**src/rtl/rc5_pkg.sv**
```systemverilog
// rc5_pkg: shared FSM state and mode encodings for the RC5 core
package rc5_pkg;
  typedef enum logic [2:0] {IDLE, PRE, ROUND, POST, DONE} state_t;
  localparam logic MODE_ENC = 1'b0;
  localparam logic MODE_DEC = 1'b1;
endpackage

```
**src/rtl/rc5_round_unit.sv**
```systemverilog
// rc5_round_unit: one combinational RC5 round, encrypt or decrypt
module rc5_round_unit import rc5_pkg::*; #(
  parameter int HW = 16
) (
  input  logic [HW-1:0] a,
  input  logic [HW-1:0] b,
  input  logic [HW-1:0] s_even,
  input  logic [HW-1:0] s_odd,
  input  logic          mode,
  output logic [HW-1:0] a_n,
  output logic [HW-1:0] b_n
);
  localparam int LW = $clog2(HW);
  function automatic logic [HW-1:0] rotl(input logic [HW-1:0] x, input logic [LW-1:0] s);
    logic [2*HW-1:0] t;
    t = {x, x} << s;
    return t[2*HW-1:HW];
  endfunction
  function automatic logic [HW-1:0] rotr(input logic [HW-1:0] x, input logic [LW-1:0] s);
    logic [2*HW-1:0] t;
    t = {x, x} >> s;
    return t[HW-1:0];
  endfunction
  logic [HW-1:0] ea, da, db;
  // decrypt recovers B first because it depends only on the old A
  always_comb begin
    ea = rotl(a ^ b, b[LW-1:0]) + s_even;
    db = rotr(b - s_odd, a[LW-1:0]) ^ a;
    da = rotr(a - s_even, db[LW-1:0]) ^ db;
    a_n = mode == MODE_ENC ? ea : da;
    b_n = mode == MODE_ENC ? rotl(b ^ ea, ea[LW-1:0]) + s_odd : db;
  end
endmodule

```
**src/rtl/rc5_block_cipher_core.sv**
```systemverilog
// rc5_block_cipher_core: iterative RC5 enc/dec core, one round per cycle, loadable key table
module rc5_block_cipher_core import rc5_pkg::*; #(
  parameter int W = 32,
  parameter int R = 8,
  localparam int HW = W / 2,
  localparam int T = 2 * R + 2,
  localparam int AW = $clog2(T)
) (
  input  logic          clock,
  input  logic          reset,
  input  logic          key_we,
  input  logic [AW-1:0] key_addr,
  input  logic [HW-1:0] key_data,
  output logic          key_busy,
  input  logic          in_valid,
  output logic          in_ready,
  input  logic          in_mode,
  input  logic [W-1:0]  in_data,
  output logic          out_valid,
  input  logic          out_ready,
  output logic [W-1:0]  out_data,
  output logic          out_mode
);
  state_t state, state_n;
  logic [HW-1:0] a, b, a_n, b_n;
  logic [HW-1:0] s [T];
  logic [AW-1:0] i, ie, io;
  logic mode, last;
  assign ie = {i[AW-2:0], 1'b0};
  assign io = {i[AW-2:0], 1'b1};
  assign last = mode == MODE_ENC ? i == AW'(R) : i == AW'(1);
  assign in_ready = state == IDLE;
  assign key_busy = state != IDLE;
  assign out_valid = state == DONE;
  rc5_round_unit #(.HW(HW)) u_round (
    .a(a), .b(b), .s_even(s[ie]), .s_odd(s[io]), .mode(mode), .a_n(a_n), .b_n(b_n)
  );
  // state register
  always_ff @(posedge clock)
    state <= reset ? IDLE : state_n;
  // block sequencing: accept, pre-whiten, R rounds, post-whiten, hold result until taken
  always_comb begin
    state_n = state;
    case (state)
      IDLE:    state_n = in_valid ? PRE : IDLE;
      PRE:     state_n = ROUND;
      ROUND:   state_n = last ? POST : ROUND;
      POST:    state_n = DONE;
      DONE:    state_n = out_ready ? IDLE : DONE;
      default: state_n = IDLE;
    endcase
  end
  // key table, working halves, round index and output registers
  always_ff @(posedge clock) begin
    if (reset) begin
      a <= '0;
      b <= '0;
      i <= '0;
      mode <= MODE_ENC;
      out_data <= '0;
      out_mode <= MODE_ENC;
      for (int k = 0; k < T; k++) s[k] <= '0;
    end else begin
      if (key_we && state == IDLE && 32'(key_addr) < T) s[key_addr] <= key_data;
      case (state)
        IDLE: if (in_valid) begin
          a <= in_data[W-1:HW];
          b <= in_data[HW-1:0];
          mode <= in_mode;
        end
        PRE: begin
          a <= mode == MODE_ENC ? a + s[0] : a;
          b <= mode == MODE_ENC ? b + s[1] : b;
          i <= mode == MODE_ENC ? AW'(1) : AW'(R);
        end
        ROUND: begin
          a <= a_n;
          b <= b_n;
          i <= mode == MODE_ENC ? i + 1'b1 : i - 1'b1;
        end
        POST: begin
          out_data <= mode == MODE_ENC ? {a, b} : {a - s[0], b - s[1]};
          out_mode <= mode;
        end
        default: ;
      endcase
    end
  end
endmodule

```
**config.mk**
```make
export PLATFORM = sky130hd
export DESIGN_NAME = rc5_block_cipher_core
export DESIGN_NICKNAME = d
export VERILOG_FILES = /design/src/rtl/rc5_pkg.sv /design/src/rtl/rc5_round_unit.sv /design/src/rtl/rc5_block_cipher_core.sv
export SDC_FILE = /design/constraint.sdc
export NUM_CORES = 1
export LEC_CHECK = 0
export ABC_CLOCK_PERIOD_IN_PS = 7700
export CAP_MARGIN = 20
export CORE_MARGIN = 4
export CORE_UTILIZATION = 30
export CTS_CLUSTER_SIZE = 40
export DETAILED_ROUTE_END_ITERATION = 7
export DONT_BUFFER_PORTS = 1
export MAX_ROUTING_LAYER = met4
export PLACE_DENSITY_LB_ADDON = 0.25
export SETUP_SLACK_MARGIN = 0.05
export SLEW_MARGIN = 15
export SYNTH_ARGS = -nofsm -noshare
export SYNTH_HDL_FRONTEND = slang
export SYNTH_SLANG_ARGS = --single-unit
```
**constraint.sdc**
```tcl
create_clock -name clock -period 7.7 [get_ports clock]
set_input_delay 1.54 -clock clock [delete_from_list [all_inputs] [get_ports clock]]
set_output_delay 1.54 -clock clock [all_outputs]
set_load 0.05 [all_outputs]
```
==> results of run 1 <==
[worst max path at each step]
stage	from	slack, ns	to
6_report	register	0.14	b[15]$_SDFFE_PP0P_
5_1_grt	register	-0.22	b[15]$_SDFFE_PP0P_
4_1_cts	register	0.05	b[15]$_SDFFE_PP0P_
3_5_place_dp	register	-0.14	b[15]$_SDFFE_PP0P_
3_3_place_gp	register	-0.04	b[15]$_SDFFE_PP0P_
2_1_floorplan	register	0.06	b[15]$_SDFFE_PP0P_
[sequential cells by signal, indices dropped and copies added, names as in the netlist, named ones only]
register / flops
a: 16
b: 16
i: 5
mode: 1
out_data: 32
out_mode: 1
s: 512
state: 3
[power by group]
group	switching (W)	internal, W
clock network	0.00139	0.00189
logic	0.00628	0.00459
registers	0.000117	0.00364
[tightest hold or removal path, cell delays in order (launching register included)]
cell	delay [ns]
dfxtp_1	0.33
o211ai_1	0.08
a21oi_1	0.07
[per-layer routing]
metal | vias to the layer above | routed length [um]
met3 | 161 | 8470
met5 | - | 0
li1 | 11400 | -
met1 | 12600 | 51800
met2 | 936 | 53500
met4 | 0 | 2810
[layout make-up]
cell class / count / area [um2] / area share [%]
Antenna cell: 3 / 7.51 / 0.0186
Clock buffer: 81 / 1760 / 4.36
Clock inverter: 41 / 449 / 1.11
Inverter: 145 / 544 / 1.35
Multi-Input combinational cell: 2266 / 17100 / 42.4
Sequential cell: 590 / 16900 / 42.0
Tap cell: 1500 / 1880 / 4.65
Timing Repair Buffer: 206 / 1680 / 4.17
[Yosys cell counts (all sizes together) (20+ instances only)]
library cell	instances	share of area (%)
nand3	34	0.50
dfxtp	78	4.6
o21bai	20	0.44
a211oi	48	1.1
a21o	36	0.79
mux4	177	12
and2	47	0.86
ha	127	4.6
a221oi	22	0.58
mux2i	119	3.5
o21ai	140	2.0
edfxtp	512	45
buf	45	0.53
nor2	427	4.7
nand2b	33	0.60
xnor2	92	2.4
a21oi	151	2.2
inv	143	1.6
xor2	54	1.4
clkbuf	140	1.5
nand2	181	2.0
nor3	56	0.82
[kinds of logic after synthesis]
logic type / after synthesis / share of synthesized area [%]
AOI/OAI and AO/OA: 581 / 11.1
xor gates and xnor gates: 146 / 3.78
adders and majority gates: 135 / 5.11
buffers and inverters: 330 / 3.66
DFF: 590 / 49.4
muxes: 315 / 15.7
other: 1 / 0.0109
and+or+nand+nor: 865 / 11.2
[metrics by stage]
step	instance area, um2	TNS [ns]	hold slack, ns
final	40400	0	0.528
after detailed placement	37800	-0.291	0.516
after CTS	40100	0	0.528
after global placement	37800	-0.0839	0.484
after floorplan	35200	0	0.473
after global routing	40400	-0.887	0.570
[timing repair]
item | in CTS | in global routing
endpoints found under the setup margin | 4 | 14
pin swaps | 6 | 35
setup buffers | 5 | 14
resized for setup | 11 | 34
==> run summary, run 1 <==
outcome: completed
Worst Path Arrival: 8.07 ns
nets@finish: 3470
post-place setup slack: -0.144 ns
critical path endpoint category: register
Max Freq: 0.132 GHz
DRC: 0
Placed Cells: 4687
Netlist Area Pre-Place: 34300 um2
grt met1 use: 26.8%
Die X-Extent: 346 um
die area: 120000 um2
GRT overflow: 0
max-slew violations: 0
vias in the first global route: 23900
CTS tree: done
worst slew pin tran: 1.16 ns
Final Hold Fails: 0
# fillers: 11200
EDFF count, synth: 512
ys async rst share: 0%
WP depth: 33
hold path startpoint: i[4]$_SDFFE_PP0N_
GRT Overall Usage: 19.5%
later-pin clock latency in the skew report: 0.64 ns
Worst path max stage delay: 0.56 ns
PnR worst setup slack: 0.136 ns
H-Tree Depth: 3
hpwl dp: 85.9 mm
CP top delay family: compound AO/OA/AOI/OAI gates
commonest non-fill, non-tap cell in the layout: edfxtp_1
CP bufs+invs: 2
largest net degree at the start of global routing: 98
relative slew slack: 23.0%
ys flop type: edfxtp_1
grt met2 use: 30.1%
Yosys warnings: 0
worst ir drop on vdd: 400 uV
startpoint types: register
hold depth: 2
crit path max-delay cell type: mux4_2
FF-to-FF path depth: 33
most frequent cells in the layout: 512 x edfxtp_1, 423 x nor2_1, 224 x conb_1, 191 x buf_4, 178 x nand2_1
Max FO, Critical Path: 7
non-filler instance count after layout: 4832
max_cap viols: 0
total core area: 113000 um2
Hold Crit Class: reg -> reg
CTS Hold Bufs: 0
chip height: 346 um
DR iter-0 viols: 2581
P&R area growth vs syn: 17.8%
Hold EP: i[4]$_SDFFE_PP0N_
DRT antenna net count: 0
total power draw: 0.0179 W
Reg2Reg Capture Point: b[15]$_SDFFE_PP0P_
Yosys reg bits: 590
Setup Crit Path Kind: reg -> reg
Clock Sinks: 590
Post-Syn Area per Cell: 11.6 um2
FF-to-FF setup slack: 0.14 ns
final worst-path cycle share: 98.2%
DR WL/cell: 24.1 um
GP Congestion: 0.949
vias per std cell: 5.20
Mapped Cells: 2963
via count: 25100
wire length of the first global-routing pass: 169 mm
RSZ-0062 raised after global routing: true
Initial Util: 30.3%
antenna violations before repair: 3
Clock Pin Slew Worst Setup and Hold Paths: 0.06 ns
root buf cell: clkbuf_16
# IOs: 95
Cell Pwr Density: 444 nW/um2
busiest grt layer: met2
Num CTS Buffers: 67
register area share after synthesis: 49.4%
Util after Layout: 35.7%
WL final: 117 mm
Finish-stage setup viols: 0
CP required: 8.21 ns
PortBufs: 0
Row Count: 123
met3 usage: 3.32%
drt first pass iters: 5
layout cell share with drive strength beyond 1: 17.0%
Final Critical Period: 7.56 ns
Max Clock Skew: 0.0267 ns
Netlist cell types: 84
Longest Clk Path Bufs: 3
LEAKAGE: 15.3 nW
most used cell, CP: a21o_1
Note: power is estimated with default switching activity, not from simulation.
==> run 2: changes to the inputs <==
--- a/config.mk
+++ b/config.mk
@@ -13,7 +13,7 @@
 export DETAILED_ROUTE_END_ITERATION = 7
 export DONT_BUFFER_PORTS = 1
 export MAX_ROUTING_LAYER = met4
-export PLACE_DENSITY_LB_ADDON = 0.25
+export PLACE_DENSITY = 0.49
 export SETUP_SLACK_MARGIN = 0.05
 export SLEW_MARGIN = 15
 export SYNTH_ARGS = -nofsm -noshare
==> run summary, run 2 (synthesis results as in run 1) <==
final worst-path cycle share: 97.2%
CP required: 8.19 ns
Max FO, Critical Path: 6
Row Count: 123
WL final: 118 mm
P&R area growth vs syn: 19.0%
hold depth: 2
Max Clock Skew: 0.0355 ns
Fin Setup TNS: 0 ns
startpoint types: register
Hold Crit Class: reg -> reg
biggest regs: s x512, out_data x32
vias per std cell: 5.17
PnR worst setup slack: 0.214 ns
Reg2Reg Capture Point: b[15]$_SDFFE_PP0P_
Util after Layout: 36.1%
DRT antenna net count: 0
Initial Util: 30.3%
GRT overflow: 0
Worst Path Arrival: 7.98 ns
WP depth: 33
DR WL/cell: 24.3 um
Die X-Extent: 346 um
worst ir drop on vdd: 401 uV
Setup Crit Path Kind: reg -> reg
wire length of the first global-routing pass: 170 mm
post-route cell area: 40800 um2
vias in the first global route: 24300
max_cap viols: 0
relative slew slack: 28.2%
Max Freq: 0.134 GHz
clock power share: 18.9%
critical path endpoint: b[15]$_SDFFE_PP0P_
DRC: 0
LEAKAGE: 15.5 nW
sw frac: 43.0%
Final Critical Period: 7.49 ns
H-Tree Depth: 3
commonest non-fill, non-tap cell in the layout: edfxtp_1
FF-to-FF path depth: 33
GRT Overall Usage: 19.7%
drt first pass iters: 6
Fin Hold WS: 0.538 ns
sequential share of power: 20.7%
CP top delay family: compound AO/OA/AOI/OAI gates
later-pin clock latency in the skew report: 0.64 ns
layout cell share with drive strength beyond 1: 17.9%
CP bufs+invs: 1
most frequent cells in the layout: 512 x edfxtp_1, 423 x nor2_1, 224 x conb_1, 218 x buf_4, 178 x nand2_1
max FFs per register: 512
DR iter-0 viols: 2490
largest net degree at the start of global routing: 98
worst slew pin tran: 1.08 ns
FF-to-FF setup slack: 0.21 ns
Comb pwr share: 60.4%
max-slew violations: 0
antenna violations before repair: 6
Num CTS Buffers: 69
Switch Pwr: 0.00781 W
total core area: 113000 um2
Placed Area: 38100 um2
GP Congestion: 0.967
Cell Pwr Density: 445 nW/um2
Clock Pin Slew Worst Setup and Hold Paths: 0.06 ns
Worst path max stage delay: 0.52 ns
via count: 25200
Finish-stage setup viols: 0
internal power: 0.0103 W
PortBufs: 0
nets@finish: 3499
post-place setup slack: -0.103 ns
crit path max-delay cell type: mux4_2
root buf cell: clkbuf_16
most used cell, CP: a21o_1
hpwl dp: 87.4 mm
critical path endpoint category: register
# IOs: 95
die area: 120000 um2
# fillers: 11200
Clock Sinks: 590
Final Hold Fails: 0
outcome: completed
CTS tree: done
Longest Clk Path Bufs: 3
RSZ-0062 raised after global routing: true
chip height: 346 um
Most flops, register: s
[run 2: cell types whose count changed in the layout (fill, tap and decap cells not counted), sizes merged]
cell and change:
buf +26, clkinv -2, clkbuf +3, diode +4, clkinvlp +2, bufinv +2
[run 2: per-layer routing]
metal / GRT usage, % / wire [um] / vias to the layer above
met5: - / 0 / -
met4: 5.98 / 3760 / 0
met3: 3.10 / 6950 / 169
met2: 30.9 / 54900 / 894
met1: 26.3 / 52500 / 12600
li1: - / - / 11500
[run 2: tightest hold or removal path: cells and delay by family (launching register included)]
kind | cells | cell delay (ns)
AOI/OAI and AO/OA | 2 | 0.16
DFF | 1 | 0.33
[run 2: power groups by stage]
stage	sequential (W)	combinational (W)	clock, W
after floorplan	0.00381	0.00617	0
after global routing	0.00377	0.0117	0.00363
after detailed placement	0.00382	0.0104	0
after CTS	0.00375	0.0105	0.00350
after global placement	0.00382	0.0105	0
final	0.00375	0.0110	0.00343
[run 2: area by class of cell]
class                   count  area, um2  share of cell area [%]
clock inverters            43        518                    1.27
diodes                      7       17.5                  0.0430
inverters                 145        544                    1.34
flip-flops and latches    590      16900                    41.6
clock buffers              83       1830                    4.49
multi-input cells        2266      17100                    42.0
well taps                1500       1880                    4.60
repair buffers            233       1920                    4.70
[run 2: how the worst min path moves through the flow]
stage | startpoint | endpoint | slack (ns)
floorplan | i[4]$_SDFFE_PP0N_ | i[4]$_SDFFE_PP0N_ | 0.47
global placement | i[4]$_SDFFE_PP0N_ | i[4]$_SDFFE_PP0N_ | 0.49
detailed placement | i[4]$_SDFFE_PP0N_ | i[4]$_SDFFE_PP0N_ | 0.52
CTS | i[4]$_SDFFE_PP0N_ | i[4]$_SDFFE_PP0N_ | 0.54
global route | i[4]$_SDFFE_PP0N_ | i[4]$_SDFFE_PP0N_ | 0.57
finish | i[4]$_SDFFE_PP0N_ | i[4]$_SDFFE_PP0N_ | 0.54
[run 2: per-stage QoR]
step                      cells  power (W)
after floorplan            3186    0.00998
after global placement     4720     0.0143
after detailed placement   4721     0.0142
after CTS                  4850     0.0178
after global routing       4866     0.0191
final                      4867     0.0181
[run 2: what timing repair did]
item	CTS	global route
setup buffers	3	8
pin swaps	5	38
resized for setup	7	36
hold buffers	0	0
endpoints found under the setup margin	4	9
gates cloned	0	2
==> run 3: changes to the inputs <==
--- a/config.mk
+++ b/config.mk
@@ -18,4 +18,5 @@
 export SLEW_MARGIN = 15
 export SYNTH_ARGS = -nofsm -noshare
 export SYNTH_HDL_FRONTEND = slang
+export SYNTH_HIERARCHICAL = 1
 export SYNTH_SLANG_ARGS = --single-unit
==> run summary, run 3 <==
Row Count: 126
Initial Util: 30.3%
RSZ-0062 raised after global routing: true
Placed Area: 39700 um2
max_cap viols: 0
final worst-path cycle share: 96.4%
critical path endpoint category: register
GRT Overall Usage: 20.4%
post-route cell area: 42500 um2
Cell Pwr Density: 378 nW/um2
H-Tree Depth: 2
DR WL/cell: 24.6 um
antenna violations before repair: 10
Fin Hold WS: 0.549 ns
EDFF count, synth: 512
Clock Sinks: 590
max-slew violations: 0
hpwl dp: 95.8 mm
chip height: 354 um
vias per std cell: 5.26
Die X-Extent: 354 um
DRC: 0
PortBufs: 0
wire length of the first global-routing pass: 185 mm
Hold Crit Class: reg -> reg
Netlist Area Pre-Place: 35900 um2
Final Hold Fails: 0
CP required: 8.20 ns
Finish-stage setup viols: 0
worst ir drop on vdd: 273 uV
Post-Syn Area per Cell: 11.1 um2
storage element area: 17000 um2
non-filler instance count after layout: 5223
Synth top cells by count: 512 x edfxtp_1, 465 x nor2_1, 226 x nand2_1
startpoint types: register
# IOs: 95
Clock Pin Slew Worst Setup and Hold Paths: 0.06 ns
GRT overflow: 0
relative slew slack: 23.9%
CP top delay family: compound AO/OA/AOI/OAI gates
DR iter-0 viols: 2974
largest area contributor in the netlist: edfxtp_1
# fillers: 11800
Util after Layout: 35.9%
die area: 125000 um2
crit path max-delay cell type: mux4_2
Most flops, register: s
ys flop type: edfxtp_1
layout cell share with drive strength beyond 1: 18.4%
outcome: completed
worst slew pin tran: 1.12 ns
vias in the first global route: 26200
Longest Clk Path Bufs: 3
CTS tree: done
via count: 27500
largest cells by area after synthesis: edfxtp_1 43%, mux4_2 11%, nor2_1 4.9%, ha_1 4.6%, dfxtp_1 4.3%
root buf cell: clkbuf_16
Max Clock Skew: 0.0651 ns
most frequent cells in the layout: 512 x edfxtp_1, 461 x nor2_1, 235 x buf_4, 226 x nand2_1, 224 x conb_1
total core area: 118000 um2
Mapped Cells: 3240
Placed Cells: 5070
Final Critical Period: 7.42 ns
ys async rst share: 0%
commonest non-fill, non-tap cell in the layout: edfxtp_1
Yosys warnings: 6
count leader, synth: edfxtp_1
DRT antenna net count: 0
GP Congestion: 0.935
Setup Crit Path Kind: reg -> reg
most used cell, CP: a21o_1
register area share after synthesis: 47.1%
P&R area growth vs syn: 18.4%
Netlist cell types: 101
Num CTS Buffers: 61
max FFs per register: 512
largest net degree at the start of global routing: 64
Max Freq: 0.135 GHz
later-pin clock latency in the skew report: 0.66 ns
biggest regs: s x512, out_data x32
Worst Path Arrival: 7.92 ns
Max FO, Critical Path: 13
area of the multi-input gates: 18700 um2
drt first pass iters: 8
CP bufs+invs: 4
WL final: 128 mm
Yosys reg bits: 590
Worst path max stage delay: 0.60 ns
nets@finish: 3761
LEAKAGE: 15.9 nW
post-synth top area share: 42.8%
total power draw: 0.0161 W
run 3: cell types whose count changed in the layout (fill, tap and decap cells not counted), moves of 14 or more:
| cell | before | now |
|---|---|---|
| nand2_1 | 178 | 226 |
| nor2_1 | 423 | 461 |
| and2_1 | 46 | 15 |
| mux2i_1 | 118 | 90 |
| a21oi_1 | 143 | 167 |
| o21ai_0 | 126 | 149 |
| a221oi_1 | 21 | 40 |
| nor3_1 | 54 | 72 |
| o21ai_1 | 11 | 29 |
| buf_4 | 218 | 235 |
| a211oi_1 | 44 | 30 |
run 3: report_power, final:
part	total (W)	switching (W)	internal (W)	leakage (nW)
Sequential	0.00374	0.000109	0.00363	5.93
Combinational	0.00916	0.00543	0.00373	8.94
Clock	0.00319	0.00133	0.00186	1.03
Total	0.0161	0.00686	0.00922	15.9
run 3: through the flow:
step	setup slack, ns	TNS, ns
final	0.279	0
after global routing	-0.0522	-0.0895
after CTS	0.0476	0
after global placement	0.0410	0
after floorplan	0.0695	0
after detailed placement	0.0500	0
run 3: cell families after synthesis:
logic type               synth area share (%)
multiplexers                             14.7
adder cells (fa/ha/maj)                  5.01
other                                  0.0104
AO/OA/AOI/OAI                            12.6
AND/OR/NAND/NOR                          12.7
flip-flops                               47.1
XOR/XNOR                                 3.78
buffers and inverters                    4.03
run 3: worst register-to-register path, delay by kind of cell (launching register included):
family,cells,cell delay [ns]
buffers and inverters,4,0.63
adder cells (fa/ha/maj),3,0.91
XOR/XNOR,3,0.47
AO/OA/AOI/OAI,15,2.60
multiplexers,4,1.61
flip-flops,1,0.42
AND/OR/NAND/NOR,7,0.64
run 3: per-layer routing:
| metal | track usage, % | wire, um | vias to the layer above |
|---|---|---|---|
| li1 | - | - | 12600 |
| met1 | 27.4 | 56600 | 13900 |
| met2 | 31.9 | 59800 | 899 |
| met3 | 3.52 | 8290 | 153 |
| met4 | 5.85 | 3710 | 0 |
| met5 | - | 0 | - |
run 3: area by class of cell:
cell class                      count  share of cell area (%)
Antenna cell                        7                  0.0412
Clock buffer                       68                    3.65
Clock inverter                     48                    1.39
Inverter                          136                    1.20
Multi-Input combinational cell   2517                    44.0
Sequential cell                   590                    39.9
Tap cell                         1600                    4.71
Timing Repair Buffer              257                    5.17
run 3: timing repair:
action,4_1_cts,5_1_grt
gates cloned,1,1
pin swaps,1,26
setup endpoints to repair,6,19
hold buffers,0,0
buffers inserted,0,27
resized for setup,8,76
run 3: path summary, 6_finish.rpt:
check                    start                  to  slack (ns)  depth (start not counted)
max                   register  b[14]$_SDFFE_PP0P_        0.28                         36
min          i[4]$_SDFFE_PP0N_   i[4]$_SDFFE_PP0N_        0.55                          2
max reg2reg           register  b[14]$_SDFFE_PP0P_        0.28                         36
min reg2reg  i[4]$_SDFFE_PP0N_   i[4]$_SDFFE_PP0N_        0.55                          2
==> edit, RTL diff (settings of run 1) <==
Encoding of `state_t`: now one-hot (5 bits for 5 states).
--- a/src/rtl/rc5_pkg.sv
+++ b/src/rtl/rc5_pkg.sv
@@ -2,3 +2,3 @@
 package rc5_pkg;
-  typedef enum logic [2:0] {IDLE, PRE, ROUND, POST, DONE} state_t;
+  typedef enum logic [4:0] {IDLE = 5'b00001, PRE = 5'b00010, ROUND = 5'b00100, POST = 5'b01000, DONE = 5'b10000} state_t;
   localparam logic MODE_ENC = 1'b0;
Function: no difference found for any inputs over 4 cycles, from zero or initial values and one cycle with reset high; so few cycles prove little.
==> edit against run 1 <==
Total power fell by 19%; sequential cell count increased by 2; count of clock-buffer cells in the layout up 1; critical endpoint is now b[14]$_SDFFE_PP0P_; worst hold slack got worse by 34 ps; area after synthesis is 0.18% lower; via count decreased by 2.5%; cell area fell by 0.93%; fmax is 3.1% higher; routed wire length down 1.3%; worst setup slack better by 230 ps.
==> edit: results (changes against run 1) <==
* Status: finished clean
* First-pass GRT wire length at 165,900 um (-1.7%)
* Top cells by area, synth: edfxtp_1 (45%), mux4_2 (13%), dfxtp_1 (4.7%)
* GR met3 Demand/Resource at 0.03666 (+0.003506)
* Relative slew slack at 0.1545 (-0.07519)
* Sequential area share after synthesis at 0.4964 (+0.002075)
* Fillers at 11,135 (-0.89%)
* CTS buffer count at 66 (-1.5%)
* Placed cells at 4,570 (-2.5%)
* Most frequent cells after synthesis: edfxtp_1 (512), nor2_1 (418), mux4_2 (192)
* Synth cell types at 87 (+3.6%)
* DR WL met2 at 51,380 um (-4.0%)
* Comb. pwr at 7.40 mW (-32%)
* Placed Area at 37,440 sq um (-1.0%)
* Drt pass-1 iters at 6 (+1)
* VDD IR max at 0.2777 mV (-31%)
* Leak at 14.98 nW (-2.0%)
* Nets@finish at 3,348 (-3.5%)
* Final core area utilization at 0.3546 (-0.002851)
* DPL Wire Length at 85,960 um (+0.12%)
* Routed len/inst at 24.44 um (+1.3%)
* Worst reg-to-reg setup slack at 360 ps (+230 ps)
* M1 wire length at 51,780 um (about the same)
* Total GRT Usage at 0.1927 (-0.002123)
* First-iteration detailed-routing DRC count at 2,495 (-3.3%)
* M1 GR Usage at 0.2685 (+0.0008822)
* Met3 routed WL at 8374 um (-1.1%)
* Share of cells above drive strength 1 at 0.1678 (-0.002209)
* Syn avg cell area at 11.89 sq um (+2.8%)
* Vias in the first global route at 23,228 (-2.7%)
[edit: cell types whose count changed in the layout (fill, tap and decap cells not counted), moves of 9 or more]
cell             run 1  this run
and2_1              46         9
nand2b_1            33        24
inv_1              141       151
nor3_1              55        40
a21o_1              36        25
mux2_2              18        27
mux4_2             177       192
o211ai_1            17        26
o21ai_0            124       113
buf_4              191       153
[edit: cell families (layout without fill, tap and decap cells)]
logic type / after synthesis / after routing / synth area share
multiplexers: 336 / 336 / 0.1699
XOR/XNOR: 155 / 155 / 0.04346
buffers and inverters: 333 / 433 / 0.03827
AND/OR/NAND/NOR: 798 / 798 / 0.1011
adder cells (fa/ha/maj): 136 / 136 / 0.05151
flip-flops: 592 / 592 / 0.4964
AO/OA/AOI/OAI: 526 / 526 / 0.09918
other: 1 / 231 / 0.0001097
[edit: how the worst max path moves through the flow]
stage / startpoint / end / slack [ps] / cells after the start
after floorplan: flip-flop / b[14]$_SDFFE_PP0P_ / 50 / 36
after detailed placement: flip-flop / b[14]$_SDFFE_PP0P_ / 130 / 33
after global routing: flip-flop / b[15]$_SDFFE_PP0P_ / -30 / 34
after CTS: flip-flop / b[14]$_SDFFE_PP0P_ / 110 / 33
after global placement: flip-flop / b[14]$_SDFFE_PP0P_ / 180 / 33
final: flip-flop / b[14]$_SDFFE_PP0P_ / 360 / 32
[edit: layout make-up]
type                    instances  share of cell area
clock buffers                  82             0.04408
multi-input cells            2175              0.4235
repair buffers                164             0.03391
clock inverters                33             0.01182
inverters                     154             0.01445
well taps                    1500             0.04692
diodes                          7           0.0004380
flip-flops and latches        592              0.4248
[edit: what timing repair did]
action	CTS	global route
buffers inserted	0	14
gates resized for setup	0	36
endpoints found under the setup margin	0	6
[edit: tightest hold or removal path: stages (launching register included)]
cell and delay (ps):
dfxtp_1 320, o211ai_1 80, a21oi_1 60
